===== config.mk =====
export PLATFORM = sky130hd
export DESIGN_NAME = pc_seq_ctrl
export DESIGN_NICKNAME = d
export VERILOG_FILES = /design/src/rtl/proc_ctrl_pkg.sv /design/src/rtl/fetch_timer.sv /design/src/rtl/pc_seq_ctrl.sv
export SDC_FILE = /design/constraint.sdc
export NUM_CORES = 1
export LEC_CHECK = 0
export ABC_AREA = 1
export BUFFER_PORTS_ARGS = -buffer_cell sky130_fd_sc_hd__buf_2
export CORE_AREA = 2 2 39 41
export CTS_CLUSTER_DIAMETER = 80
export DETAILED_ROUTE_END_ITERATION = 16
export DIE_AREA = 0 0 41 43
export PLACE_DENSITY_LB_ADDON = 0.2
export SLEW_MARGIN = 15
export SYNTH_ARGS = -nofsm -noshare
export SYNTH_HDL_FRONTEND = slang
export SYNTH_SLANG_ARGS = --single-unit

===== constraint.sdc =====
create_clock -name clk -period 1.5 [get_ports clk]
set_clock_uncertainty 0.2 [all_clocks]
set_input_delay 0.225 -clock clk [delete_from_list [all_inputs] [get_ports clk]]
set_output_delay 0.225 -clock clk [all_outputs]
set_load 0.005 [all_outputs]

===== src/rtl/proc_ctrl_pkg.sv =====
// Shared definitions for the processor control blocks: increment-register
// control codes and the fetch sequencer state encoding.
package proc_ctrl_pkg;

    localparam logic [1:0] CTRL_STORE = 2'b00;
    localparam logic [1:0] CTRL_LOAD  = 2'b01;
    localparam logic [1:0] CTRL_INCR  = 2'b10;
    localparam logic [1:0] CTRL_CLEAR = 2'b11;

    typedef enum logic [2:0] {
        ST_CLEAR = 3'd0,
        ST_IDLE  = 3'd1,
        ST_FETCH = 3'd2,
        ST_ISSUE = 3'd3,
        ST_HALT  = 3'd4,
        ST_FAULT = 3'd5
    } seq_state_e;

endpackage


===== src/rtl/fetch_timer.sv =====
// Counts consecutive FETCH cycles without a memory acknowledge; expired_o
// flags the last permitted wait cycle.
module fetch_timer #(
    parameter int TIMEOUT = 15
) (
    input  logic clk,
    input  logic clr_i,
    input  logic en_i,
    output logic expired_o
);

    localparam int         W    = $clog2(TIMEOUT + 1);
    localparam logic [W-1:0] LAST = W'(TIMEOUT - 1);

    logic [W-1:0] cnt_q;
    logic [W-1:0] cnt_d;

    always_comb begin
        cnt_d = cnt_q;
        if (clr_i) begin
            cnt_d = '0;
        end else if (en_i) begin
            cnt_d = cnt_q + W'(1);
        end
    end

    always_ff @(posedge clk) begin
        cnt_q <= cnt_d;
    end

    assign expired_o = en_i && (cnt_q == LAST);

endmodule


===== src/rtl/pc_seq_ctrl.sv =====
// Fetch sequencer: drives PC/IR register controls, the instruction memory
// request/ack handshake and the decoder valid/ready handshake.
module pc_seq_ctrl
    import proc_ctrl_pkg::*;
#(
    parameter int TIMEOUT = 15
) (
    input  logic       clk,
    input  logic       rst,
    input  logic       run,
    output logic       mem_req,
    input  logic       mem_ack,
    output logic [1:0] ir_ctrl,
    output logic [1:0] pc_ctrl,
    output logic       instr_valid,
    input  logic       instr_ready,
    input  logic       branch_take,
    input  logic       halt_req,
    output logic       busy,
    output logic       fault
);

    seq_state_e state_q;
    seq_state_e state_d;
    logic       tmr_clr;
    logic       tmr_en;
    logic       tmr_expired;

    // Timer is held at zero outside FETCH, so every FETCH entry starts fresh.
    assign tmr_clr = rst || (state_q != ST_FETCH);
    assign tmr_en  = (state_q == ST_FETCH) && !mem_ack;

    fetch_timer #(
        .TIMEOUT(TIMEOUT)
    ) u_timer (
        .clk      (clk),
        .clr_i    (tmr_clr),
        .en_i     (tmr_en),
        .expired_o(tmr_expired)
    );

    always_ff @(posedge clk) begin
        if (rst) begin
            state_q <= ST_CLEAR;
        end else begin
            state_q <= state_d;
        end
    end

    always_comb begin
        state_d = state_q;
        case (state_q)
            ST_CLEAR: state_d = ST_IDLE;
            ST_IDLE:  if (run) state_d = ST_FETCH;
            ST_FETCH: begin
                // An ack on the final wait cycle still wins over the fault.
                if (mem_ack) begin
                    state_d = ST_ISSUE;
                end else if (tmr_expired) begin
                    state_d = ST_FAULT;
                end
            end
            ST_ISSUE: begin
                if (instr_ready) begin
                    if (halt_req) begin
                        state_d = ST_HALT;
                    end else if (run) begin
                        state_d = ST_FETCH;
                    end else begin
                        state_d = ST_IDLE;
                    end
                end
            end
            ST_HALT:  if (!run) state_d = ST_IDLE;
            ST_FAULT: state_d = ST_FAULT;
            default:  state_d = ST_CLEAR;
        endcase
    end

    always_comb begin
        mem_req     = 1'b0;
        instr_valid = 1'b0;
        busy        = 1'b0;
        fault       = 1'b0;
        pc_ctrl     = CTRL_STORE;
        ir_ctrl     = CTRL_STORE;
        if (rst) begin
            pc_ctrl = CTRL_CLEAR;
            ir_ctrl = CTRL_CLEAR;
        end else begin
            case (state_q)
                ST_FETCH: begin
                    mem_req = 1'b1;
                    busy    = 1'b1;
                    if (mem_ack) ir_ctrl = CTRL_LOAD;
                end
                ST_ISSUE: begin
                    instr_valid = 1'b1;
                    busy        = 1'b1;
                    if (instr_ready && !halt_req) begin
                        pc_ctrl = branch_take ? CTRL_LOAD : CTRL_INCR;
                    end
                end
                ST_FAULT: fault = 1'b1;
                ST_IDLE, ST_HALT: ;
                default: begin
                    pc_ctrl = CTRL_CLEAR;
                    ir_ctrl = CTRL_CLEAR;
                end
            endcase
        end
    end

endmodule


# [Word level (Yosys, flattened, before mapping)]
# Cells that the tools add are included.
[totals] mem_bits_rw=0 romBits=0 input_bits=7 wordCells=48 out_inout_bits=8 register_bits=7 latch_bits=0 mem_count=0
[classes] mul=0 addsub=1 n_mux=23 n_reduce_logical=11 magnitude_cmp=0 eq_ne=11 bitwise_logic=0 n_shift=0 div_mod_pow=0
[ops] cell="3-bit two-way mux" n=6
[ops] cell="3-bit case mux with 6 select lines" n=1
[ops] cell="2-bit two-way mux" n=5
[ops] cell="1-bit two-way mux" n=9
[ops] cell="2-bit case mux with 2 select lines" n=2
[ops] cell="4-bit OR reduction" n=2
[ops] cell="3-bit by 2-bit equality test with 1-bit output (second input constant)" n=2
[ops] cell="3-bit equality test (second input constant)" n=2
[ops] cell="2-bit inequality test (second input constant)" n=3
[ops] cell="4-bit by 1-bit adder with 4-bit output (second input constant)" n=1
[ops] cell="4-bit equality test (second input constant)" n=1
[ops] cell="4-bit AND reduction" n=1
[ops] cell="3-bit by 1-bit equality test with 1-bit output (second input constant)" n=1
[ops] cell="1-bit logical AND" n=3
[ops] cell="3-bit logical NOT" n=1
[ops] cell="3-bit by 2-bit inequality test with 1-bit output (second input constant)" n=1
[ops] cell="3-bit inequality test (second input constant)" n=1
[ops] cell="1-bit logical NOT" n=2
[ops] cell="2-bit OR reduction" n=1
[ops] cell="1-bit logical OR" n=1

# [Logic depth before layout (Yosys ltp)]
[depth] depth_word=6 depth_mapped=9 depth_no_buf=9

# [Cells and area by module]
# Synthesis repeated with hierarchy kept, for this count alone.
[unflattened] hier_cells=100 area_unflattened_um2=569.3
[modules_own_cells] mod="pc_seq_ctrl" instances=1 seq_area_each_um2=60.1 cells_each=75 area_each_um2=377.9
[modules_own_cells] mod="fetch_timer" instances=1 seq_area_each_um2=80.1 cells_each=25 area_each_um2=191.4

# [Worst setup path after synthesis]
# Ideal clock, no wire load.
[synth_path] path_kind="flip-flop to output port" startpoint="register state_q[2]" endpoint="output pc_ctrl[0]" path_stages_with_launch=7 arrival_ps=941 required_ps=1075 n_path_buf=0 setup_slack_ps=134 cell_sequence="dfxtp_1 > nor2_2 > nand2_2 > nand2_1 > nand2_1 > inv_1 > o21ai_0"
[synth_between] elab_chain_cells=4 word_cells_on_any_way=8 cone_classes="5 x eq/ne; 2 x mux; 1 x reduce/logical"
[synth_lines] item="from (decl)" line="pc_seq_ctrl.sv:23" source="seq_state_e state_q;"
[synth_lines] item="from (signal assigned)" line="pc_seq_ctrl.sv:46" source="state_q <= state_d;"
[synth_lines] item="3-bit by 2-bit equality test with 1-bit output (tied with other cells)" line="pc_seq_ctrl.sv:91" source="case (state_q)"
[synth_lines] item="4-bit OR reduction (no line)"
[synth_lines] item="2-bit case mux with 2 select lines *" line="pc_seq_ctrl.sv:91"
[synth_lines] item="2-bit two-way mux *" line="pc_seq_ctrl.sv:87" source="if (rst) begin"
[synth_lines] item="to (decl)" line="pc_seq_ctrl.sv:14" source="output logic [1:0] pc_ctrl,"
# Mark *: on every way between the ends. The rest lies on a longest branch, timed or not.

# [Worst setup path after layout]
[layout_path] startpoint="register state_q[0]" endpoint="output instr_valid"
[layout_between] elab_chain_cells=3
[layout_lines] item="3-bit by 2-bit equality test with 1-bit output" line="pc_seq_ctrl.sv:91"
[layout_lines] item="1-bit two-way mux" line="pc_seq_ctrl.sv:91"
[layout_lines] item="1-bit two-way mux" line="pc_seq_ctrl.sv:87"
[layout_lines] item="to (decl)" line="pc_seq_ctrl.sv:15" source="output logic instr_valid,"
# Every way passes these cells.

==> impl_metrics.toml <==
[outcome]
status = "finished with violations"
violations = "negative hold slack, negative setup slack"

[clocking]
clockBufferDepth = 2
cts-buffers-inserted = 3
clkLatencyLatePin_ns = 0.27
numClockSinks = 7
cts_root_buf = "clkbuf_4"
cts_tree = "yes"
cts.clk_slew.worst_paths_ns = 0.07
htree_levels = 1

[critical_path]
worstPathCellList = "inv_4 > nor2_4 > nand2_4 > buf_4 > nor2_1 > buf_2"
r2r_slack_ns = 0
max_stage_delay_ns = 0.40
cp_slowest_cell = "dfxtp_4"
critical_path_buf_inv_count = 3
arrival_ns = 1.25
endpoint_kind = "primary output"
crit_required_ns = 1.07
worst-path-max-fanout = 4
cp_top_family = "flip-flops"
path_class = "reg -> out"
cp-start-kind = "flip-flop"

[synth]
netlist_area_um2 = 591
synth_nets = 102
synth_cells = 93
yosysTopAreaCellShare = 0.237
ys_types = 20
avgSynthCellArea_um2 = 6.35
synth.area.top_cells = "dfxtp_1 24%, nand2_1 12%, inv_1 8.9%"
ys_seq_elements = 7
yosysWarnings = 0
yosysSeqAreaShare = 0.237
yosysTopAreaCell = "dfxtp_1"

[sta]
setup_viol = 8
max_freq_mhz = 599
fin_crit_sh = 1.11
finalCriticalPeriod_ns = 1.67
postLayoutSetupSlackWorst_ns = -0.171
drv_slew = 0
hold_slack_ns = -0.000815
slew_headroom = 0.837
rsz0062_at_grt = "yes"
worstMarginPinSlew_ns = 0.242
final-hold-violation-count = 1

[route]
via_per_inst = 4.83
drc = 0
drt_iter0_markers = 10
post_drt_wl_per_cell_um = 11.7
vias = 690
antenna_left = 0
routed_wl_um = 1670
dr.pass1.iters = 4

[placement]
io_buffers = 14
placed_area_um2 = 748
dp_hpwl_um = 1080
pre_cts_slack_ns = -0.0210
gp_congestion = 0.828
dp.cells = 132

[die]
die_w_um = 41
ios = 15
num_rows = 14
die-area_mm2 = 0.00176
die_height_um = 43
initial_core_util = 0.427
core_mm2 = 0.00138

[final_layout]
final_util = 0.648
instances_no_fill = 143
area_delta_synth_final_pct = 51.9
drive_above_1_share = 0.535
antenna_cells = 0
stdcell_area_um2 = 897
fin_nets = 137

[global_route]
grt_first_pass_wirelength_um = 2370
grt_max_degree = 7
grtUsageTotal = 0.199
antenna_found_initial = 0
overflow = 0
grt_pass1_vias = 591

[power_and_ir_drop]
leakage_nw = 0.504
power.density_mw_per_mm2 = 1660
ir_worst_vdd_uv = 955

[worst_hold_path]
hold_path_class = "in -> reg"

[run]
cap_violations = 0
## report_power, final
part	switching [mW]	internal, mW
Clock	0.0935	0.103
Combinational	0.468	0.473
Sequential	0.102	0.250
Total	0.663	0.825
## worst reg2reg max path, delay by kind of cell (launching register included)
| kind | cells | cell delay, ns |
|---|---|---|
| and+or+nand+nor | 6 | 0.62 |
| buffers and inverters | 2 | 0.20 |
| DFF | 1 | 0.38 |
## synth_stat cells
master	n
nand2_1	19
inv_1	14
nor2_1	13
dfxtp_1	7
nand3_1	7
a21oi_1	4
inv_2	4
nand2_2	4
nand3_2	3
nor2_2	3
o21ai_0	3
ha_1	2
nor2_4	2
o21ai_2	2
nand3b_1	1
nand4_1	1
nor3_2	1
o21ai_1	1
o41ai_2	1
xor2_1	1
## path summary, 6_finish.rpt
kind                                 startpoint                       endpoint  cells past startpoint
setup / recovery        state_q[0]$_SDFFE_PP0P_                    instr_valid                      6
hold / removal                          mem_ack  u_timer.cnt_q[0]$_SDFFE_PN0P_                      3
setup reg to reg        state_q[0]$_SDFFE_PP0P_        state_q[0]$_SDFFE_PP0P_                      8
hold reg to reg   u_timer.cnt_q[2]$_SDFFE_PN0P_  u_timer.cnt_q[2]$_SDFFE_PN0P_                      2
## stage by stage
stage	TNS [ns]	total power, mW
finish	-0.854	1.49
global route	-1.41	1.60
CTS	-0.614	1.32
detailed placement	-0.0210	1.01
global placement	0	1.01
floorplan	0	0.730
## flip-flops by register name, summed over array words and instances (netlist names)
signal and count:
u_timer.cnt_q 4, state_q 3
## cell families after synthesis
group,synth area share
buffers and inverters,0.114
DFF,0.237
and+or+nand+nor,0.466
adders and majority gates,0.0424
xor gates and xnor gates,0.0148
AOI/OAI and AO/OA,0.125
## final cells by class
type / instances / area (µm²)
Clock buffer: 4 / 26.3
Fill cell: 115 / 487
Inverter: 18 / 70.1
Multi-Input combinational cell: 68 / 429
Sequential cell: 7 / 154
Tap cell: 16 / 20.0
Timing Repair Buffer: 30 / 198
## what timing repair did
| item | in CTS | in global routing |
|---|---|---|
| setup buffers | 5 | 2 |
| pin swaps | 2 | 3 |
| cloned | 0 | 0 |
| setup endpoints to repair | 8 | 11 |
| hold buffers | 0 | 0 |
| resized for setup | 14 | 13 |
## cells in the final DEF, fill, tap and decap left out, types with 2 or more instances in the layout
master    netlist  routed
nor2_2          3       3
o21ai_2         2       3
nand2_1        19      16
dfxtp_2         0       2
nor2_4          2       3
inv_1          14      12
buf_4           0      14
nand3_2         3       5
o21ai_1         1       2
a21oi_1         4       4
nand3_1         7       5
inv_2           4       5
buf_2           0      14
dfxtp_1         7       2
dfxtp_4         0       3
clkbuf_4        0       3
nor2_1         13      12
nand2_4         0       3
buf_6           0       2
nand2_2         4       4
## layer usage
metal | up-vias | share of wire | global-route usage
met2 | 16 | 0.51 | 0.325
met3 | 2 | 0.026 | 0.0314
met1 | 309 | 0.45 | 0.244
met4 | 0 | 0.013 | 0.0800
met5 | - | 0 | 0
li1 | 363 | - | -
No activity file was read; power rests on OpenSTA's default activity.
